==> src/rtl/screens_pkg.sv <==
// Shared types and helpers for the sequenced screen multiplexer.
// Latency: n/a (declarations only).
// Backpressure: n/a.
package screens_pkg;

    typedef enum logic [1:0] {OFF, BLANK, SHOW} screen_state_t;

    localparam logic [7:0] DEFAULT_BLANK_COLOR = 8'h00;

    // Width of an index/counter able to hold n distinct values, never below 1 bit.
    function automatic int idx_w(input int n);
        int w;
        w = $clog2(n);
        return (w < 1) ? 1 : w;
    endfunction

endpackage

==> src/rtl/screen_prio_enc.sv <==
// Fixed-priority encoder: lowest set enable bit wins (index 0 highest priority).
// Latency: purely combinational.
// Backpressure: none.
//   screen_en    : per-screen enables from the game state machine
//   target       : index of the winning screen (0 when none set)
//   target_valid : at least one enable set
module screen_prio_enc
    import screens_pkg::*;
#(
    parameter int NUM_SCREENS = 3,
    parameter int IW          = idx_w(NUM_SCREENS)
) (
    input  logic [NUM_SCREENS-1:0] screen_en,
    output logic [IW-1:0]          target,
    output logic                   target_valid
);

    // Scan from the top down so the lowest set index is the last one written.
    always_comb begin
        target       = '0;
        target_valid = 1'b0;
        for (int i = NUM_SCREENS - 1; i >= 0; i--) begin
            if (screen_en[i]) begin
                target       = IW'(i);
                target_valid = 1'b1;
            end
        end
    end

endmodule

==> src/rtl/screens_mux_seq.sv <==
// Screen source mux with frame-counted blanking between screens and a minimum display hold.
// Latency: all outputs registered, one clk after the inputs that produce them.
// Backpressure: none; pixel stream flows every cycle, screen changes are deferred, never stalled.
//   clk, resetN          : clock, asynchronous active-low reset
//   startOfFrame         : one-cycle pulse per frame, paces blanking and hold counters
//   screen_en            : wanted screens; lowest set index wins
//   drawingRequest / RGB : per-screen bitmap request and packed colour
//   RGBOut / screenDrawingRequest : registered selected pixel
//   active_screen        : shown (SHOW) or pending (BLANK) screen index
//   active_valid / transition_busy : high in SHOW / BLANK respectively
module screens_mux_seq
    import screens_pkg::*;
#(
    parameter int               NUM_SCREENS     = 3,
    parameter int               RGB_W           = 8,
    parameter int               BLANK_FRAMES    = 2,
    parameter int               MIN_SHOW_FRAMES = 4,
    parameter logic [RGB_W-1:0] BLANK_COLOR     = RGB_W'(DEFAULT_BLANK_COLOR)
) (
    input  logic                           clk,
    input  logic                           resetN,
    input  logic                           startOfFrame,
    input  logic [NUM_SCREENS-1:0]         screen_en,
    input  logic [NUM_SCREENS-1:0]         drawingRequest,
    input  logic [NUM_SCREENS*RGB_W-1:0]   RGB,
    output logic [RGB_W-1:0]               RGBOut,
    output logic                           screenDrawingRequest,
    output logic [idx_w(NUM_SCREENS)-1:0]  active_screen,
    output logic                           active_valid,
    output logic                           transition_busy
);

    localparam int IW = idx_w(NUM_SCREENS);
    localparam int BW = idx_w(BLANK_FRAMES + 1);
    localparam int SW = idx_w(MIN_SHOW_FRAMES + 1);
    localparam logic [BW-1:0] BLANK_LOAD = BW'(BLANK_FRAMES);
    localparam logic [SW-1:0] SHOW_MAX   = SW'(MIN_SHOW_FRAMES);
    // With no blanking frames a new screen is entered straight into SHOW.
    localparam bit DIRECT = (BLANK_FRAMES == 0);

    logic [IW-1:0]    target;
    logic             target_valid;
    logic [RGB_W-1:0] rgb_arr [NUM_SCREENS];
    screen_state_t    state;
    logic [BW-1:0]    blank_cnt;
    logic [SW-1:0]    show_cnt;
    logic             hold_done;

    screen_prio_enc #(
        .NUM_SCREENS (NUM_SCREENS),
        .IW          (IW)
    ) u_prio (
        .screen_en    (screen_en),
        .target       (target),
        .target_valid (target_valid)
    );

    for (genvar i = 0; i < NUM_SCREENS; i++) begin : g_rgb
        assign rgb_arr[i] = RGB[i*RGB_W +: RGB_W];
    end

    // show_cnt saturates at the hold length, so equality marks the hold as served.
    assign hold_done = (show_cnt == SHOW_MAX);

    // active_screen doubles as the pending index while blanking.
    always_ff @(posedge clk or negedge resetN) begin
        if (!resetN) begin
            state                <= OFF;
            RGBOut               <= BLANK_COLOR;
            screenDrawingRequest <= 1'b0;
            active_screen        <= '0;
            active_valid         <= 1'b0;
            transition_busy      <= 1'b0;
            blank_cnt            <= '0;
            show_cnt             <= '0;
        end else begin
            // Pixel path follows the state held during this cycle.
            case (state)
                SHOW: begin
                    RGBOut               <= rgb_arr[active_screen];
                    screenDrawingRequest <= drawingRequest[active_screen];
                end
                BLANK: begin
                    RGBOut               <= BLANK_COLOR;
                    screenDrawingRequest <= 1'b1;
                end
                default: begin
                    RGBOut               <= BLANK_COLOR;
                    screenDrawingRequest <= 1'b0;
                end
            endcase

            case (state)
                OFF: begin
                    if (target_valid) begin
                        active_screen <= target;
                        blank_cnt     <= BLANK_LOAD;
                        show_cnt      <= '0;
                        if (DIRECT) begin
                            state        <= SHOW;
                            active_valid <= 1'b1;
                        end else begin
                            state           <= BLANK;
                            transition_busy <= 1'b1;
                        end
                    end
                end
                BLANK: begin
                    if (!target_valid) begin
                        state           <= OFF;
                        transition_busy <= 1'b0;
                    end else if (target != active_screen) begin
                        // Retarget restarts the full blank; a coincident frame pulse is dropped.
                        active_screen <= target;
                        blank_cnt     <= BLANK_LOAD;
                    end else if (startOfFrame) begin
                        blank_cnt <= blank_cnt - 1'b1;
                        if (blank_cnt == BW'(1)) begin
                            state           <= SHOW;
                            transition_busy <= 1'b0;
                            active_valid    <= 1'b1;
                            show_cnt        <= '0;
                        end
                    end
                end
                SHOW: begin
                    if (startOfFrame && !hold_done) begin
                        show_cnt <= show_cnt + 1'b1;
                    end
                    // Requests arriving during the hold are simply re-evaluated each cycle.
                    if (hold_done) begin
                        if (!target_valid) begin
                            state        <= OFF;
                            active_valid <= 1'b0;
                        end else if (target != active_screen) begin
                            active_screen <= target;
                            blank_cnt     <= BLANK_LOAD;
                            show_cnt      <= '0;
                            if (!DIRECT) begin
                                state           <= BLANK;
                                active_valid    <= 1'b0;
                                transition_busy <= 1'b1;
                            end
                        end
                    end
                end
                default: begin
                    state           <= OFF;
                    active_valid    <= 1'b0;
                    transition_busy <= 1'b0;
                end
            endcase
        end
    end

endmodule

==> config.mk <==
export PLATFORM = sky130hd
export DESIGN_NAME = screens_mux_seq
export DESIGN_NICKNAME = d
export VERILOG_FILES = /design/src/rtl/screens_pkg.sv /design/src/rtl/screen_prio_enc.sv /design/src/rtl/screens_mux_seq.sv
export SDC_FILE = /design/constraint.sdc
export NUM_CORES = 1
export LEC_CHECK = 0
export CAP_MARGIN = 20
export CORE_MARGIN = 2
export CORE_UTILIZATION = 40
export CTS_CLUSTER_DIAMETER = 100
export CTS_CLUSTER_SIZE = 25
export DETAILED_ROUTE_END_ITERATION = 12
export GPL_ROUTABILITY_DRIVEN = 0
export GPL_TIMING_DRIVEN = 0
export MAX_ROUTING_LAYER = met4
export PLACE_DENSITY = 0.73
export SETUP_SLACK_MARGIN = 0.1
export SYNTH_ARGS = -nofsm -noshare
export SYNTH_HDL_FRONTEND = slang
export SYNTH_SLANG_ARGS = --single-unit
==> constraint.sdc <==
create_clock -name clk -period 4.5 [get_ports clk]
set_input_delay 0.9 -clock clk [delete_from_list [all_inputs] [get_ports clk]]
set_output_delay 0.9 -clock clk [all_outputs]
set_load 0.02 [all_outputs]
# --- Word level (Yosys, flattened, before mapping) ---
# Index checks and enable logic that the tools add are counted.
classes:
  add_sub_neg: 2
  n_lt_le_gt_ge: 2
  eq_ne: 18
  n_mux: 62
  bitwise: 2
  reduce_logical: 10
ops:
  columns: ["cell", "count"]
  rows:
  - ["$mux 2", 22]
  - ["$mux 3", 9]
  - ["$mux 8", 3]
  - ["$reduce_and 7->1", 3]
  - ["$mux 1", 19]
  - ["$pmux 2 s3", 3]
  - ["$bmux 8 s2", 1]
  - ["$ne 2x2->1 const B", 8]
  - ["$ne 3x3->1 const B", 5]
  - ["$reduce_and 6->1", 2]
  - ["$pmux 3 s3", 1]
  - ["$pmux 1 s3", 2]
  - ["$eq 2x1->1 const B", 2]
  - ["$add 3x1->3 const B", 1]
  - ["$eq 3x3->1 const B", 1]
  - ["$ge 3x3->1 const B", 1]
  - ["$lt 2x3->1 const B", 1]
  - ["$not 2->3", 1]
  - ["$reduce_and 3->1", 1]
  - ["$reduce_bool 3->1", 1]
  - ["$bmux 1 s2", 1]
  - ["$eq 2x2->1 const B", 1]
  - ["$logic_not 2->1", 1]
  - ["$ne 2x2->1", 1]
  - ["other kinds (5)", 5]
totals:
  ff_bits: 20
  input_bits: 33
  out_inout_bits: 13
  wordCells: 104

# --- Logic depth before layout (Yosys ltp) ---
depth:
  depth_word: 8
  ltp_mapped: 7
  depth_no_buf: 7

# --- By module ---
# A second synthesis with hierarchy kept.
unflattened:
  cells_unflattened: 129
  hier_area_um2: 1228.7
by_module_without_submodules:
  columns: ["module", "instances", "cells_per_inst", "area_per_inst_um2", "seq_area_each_um2"]
  rows:
  - ["screens_mux_seq", 1, 126, 1208.7, 500.5]
  - ["screen_prio_enc", 1, 3, 20.0, 0.0]

# --- Least setup slack after synthesis ---
# OpenSTA, ideal clock, no wires.
synth_timing:
  kind: "input -> register"
  from: "in screen_en[1]"
  to: "reg blank_cnt[0]"
  setup_ns: 0.076
  arrival_ns: 2.182
  path_slack_ns: 2.241
  path_stages: 6
  path_buffers: 1
  cell_sequence: "buf_6 -> nor4bb_4 -> nor4b_4 -> o221a_2 -> or4b_1 -> o21ai_1"
synth_between:
  elab_chain_cells: 6
synth_rtl:
  columns: ["item", "line_no", "text"]
  rows:
  - ["from (decl)", "screens_mux_seq.sv:23", "input logic [NUM_SCREENS-1:0] screen_en,"]
  - ["$mux 2 (2 in a row)", "screen_prio_enc.sv:23", "if (screen_en[i]) begin"]
  - ["$ne 2x2->1", "screens_mux_seq.sv:112, screens_mux_seq.sv:135", null]
  - ["$mux 2", "screens_mux_seq.sv:112", "end else if (target != active_screen) begin"]
  - ["$mux 2", "screens_mux_seq.sv:109", "if (!target_valid) begin"]
  - ["$pmux 2 s3", "screens_mux_seq.sv:93", "case (state)"]
  - ["to (signal assigned)", "screens_mux_seq.sv:117", "blank_cnt <= blank_cnt - 1'b1;"]
  - ["to (decl)", "screens_mux_seq.sv:45", "logic [BW-1:0] blank_cnt;"]
# Parallel ways exist; a longest one is shown, timed or not. The select of a mux whose other input is x is not followed.
# A chain may end at the register's enable or synchronous reset.

# --- Final worst setup path ---
layout_timing:
  from: "in screen_en[0]"
  to: "reg blank_cnt[0]"
layout_between:
  elab_chain_cells: 5
layout_rtl:
  columns: ["item", "line_no"]
  rows:
  - ["$mux 2", "screen_prio_enc.sv:23"]
  - ["$ne 2x2->1", "screens_mux_seq.sv:112, screens_mux_seq.sv:135"]
  - ["$mux 2", "screens_mux_seq.sv:112"]
  - ["$mux 2", "screens_mux_seq.sv:109"]
  - ["$pmux 2 s3", "screens_mux_seq.sv:93"]
# Parallel ways exist; a longest one is shown, timed or not. The select of a mux whose other input is x is not followed.

==> results.yml <==
clock_network:
  htreeDepth: 1
  clockRootBuffer: "clkbuf_4"
  cts_resized: 0
  cts_tree: "yes"
  cts-hold-fix-buffers: 0
  clock_latency_ps: 320
  clkSlewWorstSetupHoldPaths_ps: 130
  clk_path_buf_depth: 2
  cts_setup_buffers: 0
  cts_buffers: 3
  cts_sinks: 20
finish:
  drive_above_1_share_pct: 8.21
  fin_area_sq_mm: 0.00189
  areaGrowthSynthToFinish_pct: 41.0
  fin_util_pct: 57.7
  diodes: 0
  fillerInstances: 302
  fin_nets: 236
hold_path:
  hp-class: "reg2reg"
sta:
  final-setup-viol-count: 0
  rsz0062_at_grt: "false"
  clock_skew_ps: 8.09
  slew_headroom_pct: 40.7
  layout_min_cycle_time_ps: 2570
  fmaxAchievable_mhz: 390
  fin_crit_sh_pct: 57.0
  tightest_slew_ps: 887
  fin_setup_tns_ps: 0
  hold_viol: 0
  maxSlewViolCount: 0
setup_path:
  arrival_ps: 2820
  critPathMaxStageDelay_ps: 480
  slowest_stage: "clkdlybuf4s50_1"
  path_cells: "clkdlybuf4s50_1 -> buf_4 -> nor3_1 -> nor4b_4 -> o221a_2 -> or4b_1 -> o21ai_1"
  required_ps: 4750
  startpoint_type: "primary input"
  crit_type: "in2reg"
  cp-end-kind: "flop"
  crit_fanout: 10
route:
  drt-pass1-iter-count: 4
  drtAntennaViolNets: 0
  route.vias.total: 1246
  wirelength_met1_um: 1410
  drc: 0
  routed_wl_um: 3100
  wl_met2_um: 1440
  wl_met3_um: 209
  drt-wirelength-per-cell_um: 12.8
  drt-initial-drc-count: 49
  highest_layer: "met4"
  vias_per_cell: 5.17
logic_synthesis:
  synth_seq_area_share_pct: 37.2
  syn_nets: 187
  synth_seq_cells: 20
  avgSynthCellArea_sq_um: 9.14
  synth_cell_types: 39
  synthesis.area_sq_mm: 0.00134
  synth_warnings: 0
  syn_inst: 147
place:
  place_area_sq_mm: 0.00184
  io_buffers: 44
  post-dp-hpwl_um: 2470
grt:
  grt_max_degree: 21
  antenna_found_initial: 0
  grt_overflow: 0
  grt_pass1_wl_um: 5110
  grt_usage_pct: 18.5
  grt_pass1_vias: 1167
power:
  p_leak_nw: 0.788
  vdd_drop_max_mv: 0.265
  power.density_mw_per_mm2: 513
outcome:
  status: "finished clean"
flow_run:
  drv_cap: 0
floorplanning:
  core_area_sq_mm: 0.00328
  initial_utilization_pct: 40.9
  dieArea_sq_mm: 0.00384
  ioPinCount: 46
  rows: 21
  die_w_um: 62.0
  die_h_um: 62.0
[worst max-delay path, delay by kind of cell]
| family | cells | cell delay (ps) |
|---|---|---|
| simple gates | 3 | 890 |
| buf+inv | 2 | 650 |
| compound gates | 2 | 380 |
[synth_stat cells, drive strengths merged]
| cell type | instances | area, sq um |
|---|---|---|
| nor2 | 24 | 90.1 |
| dfrtp | 20 | 500 |
| a21oi | 14 | 70.1 |
| nand2 | 13 | 48.8 |
| mux2i | 10 | 100 |
| inv | 9 | 33.8 |
| o21ai | 8 | 40.0 |
| ha | 7 | 87.6 |
| buf | 4 | 37.5 |
| clkbuf | 4 | 15.0 |
| nor4b | 3 | 41.3 |
| a31oi | 2 | 12.5 |
| mux2 | 2 | 22.5 |
| nand4bb | 2 | 22.5 |
| nor2b | 2 | 12.5 |
| nor3 | 2 | 10.0 |
| o21bai | 2 | 15.0 |
| a22o | 1 | 8.76 |
| a31o | 1 | 8.76 |
| a32o | 1 | 10.0 |
| a41oi | 1 | 8.76 |
| nand3 | 1 | 5.00 |
| nand3b | 1 | 7.51 |
| nor4bb | 1 | 25.0 |
| o211ai | 1 | 7.51 |
| o21a | 1 | 7.51 |
| o221a | 1 | 11.3 |
| o2bb2ai | 1 | 15.0 |
| o31a | 1 | 10.0 |
| o31ai | 1 | 7.51 |
| o32a | 1 | 10.0 |
| o32ai | 1 | 8.76 |
| or2b | 1 | 7.51 |
| or3 | 1 | 6.26 |
| or3b | 1 | 8.76 |
| or4b | 1 | 10.0 |
[worst paths after layout]
path | slack (ps) | cells after the start | from | to
setup / recovery | 1930 | 7 | screen_en[0] | blank_cnt[0]
hold reg to reg | 530 | 1 | blank_cnt[1] | blank_cnt[1]
min in group asynchronous | 1070 | 1 | resetN | active_valid
hold / removal | 530 | 1 | blank_cnt[1] | blank_cnt[1]
setup reg to reg | 2410 | 7 | state[0] | show_cnt[0]
max in group asynchronous | 2880 | 1 | resetN | RGBOut[7]
[state kept, by name, indices dropped and copies added, names as in the netlist]
register / cells
blank_cnt: 2
state: 2
RGBOut: 8
active_screen: 2
screenDrawingRequest: 1
transition_busy: 1
show_cnt: 3
active_valid: 1
[per-layer routing]
metal | vias to the layer above | global-route usage [%]
met5 | - | -
met4 | 0 | 5.47
met3 | 4 | 3.93
met2 | 46 | 29.6
met1 | 578 | 23.3
li1 | 618 | -
[metrics by stage]
step / total power, W / setup slack [ps] / hold slack (ps) / cells
after global placement: 0.000810 / 1620 / 486 / 237
after detailed placement: 0.000824 / 1590 / 500 / 237
final: 0.000972 / 1930 / 531 / 241
after CTS: 0.000976 / 1910 / 528 / 241
after global routing: 0.00105 / 1770 / 553 / 241
after floorplan: 0.000652 / 2240 / 470 / 147
[kinds of logic (layout without fill, tap and decap cells)]
family / Yosys count / in the layout / share of synthesized area (%)
adder cells (fa/ha/maj): 7 / 7 / 6.52
AO/OA/AOI/OAI: 38 / 38 / 18.7
multiplexers: 12 / 12 / 9.12
flip-flops: 20 / 20 / 37.2
buffers and inverters: 17 / 65 / 6.42
AND/OR/NAND/NOR: 53 / 53 / 22.0
[cells in the final DEF, fill, tap and decap left out, types with 2 or more instances in the layout]
cell type	count
clkdlybuf4s50_1	44
nor2_1	24
dfrtp_1	20
a21oi_1	14
nand2_1	13
mux2i_1	10
inv_1	9
o21ai_0	7
ha_1	7
clkbuf_1	4
clkbuf_4	3
buf_4	2
buf_6	2
nor2b_1	2
a31oi_1	2
o21bai_1	2
nand4bb_1	2
nor3_1	2
nor4b_1	2
mux2_2	2
[cell type report]
cell class                 count  area (sq um)  area share, %
inverter                       9          33.8           1.78
clock inverter                 1          30.0           1.59
clock buffer                   3          22.5           1.19
buffer                         8          52.6           2.77
tap                           46          57.6           3.04
timing repair buffer          44           440           23.2
sequential                    20           500           26.4
multi-input combinational    110           757           40.0
[report_power, final]
part / total [W] / switching, W / leakage (nW) / internal (W)
Sequential: 0.000256 / 0.0000285 / 0.264 / 0.000227
Combinational: 0.000564 / 0.000299 / 0.496 / 0.000265
Clock: 0.000151 / 0.0000613 / 0.0279 / 0.0000901
Total: 0.000972 / 0.000389 / 0.788 / 0.000583
Power figures use the tool's default switching activity.
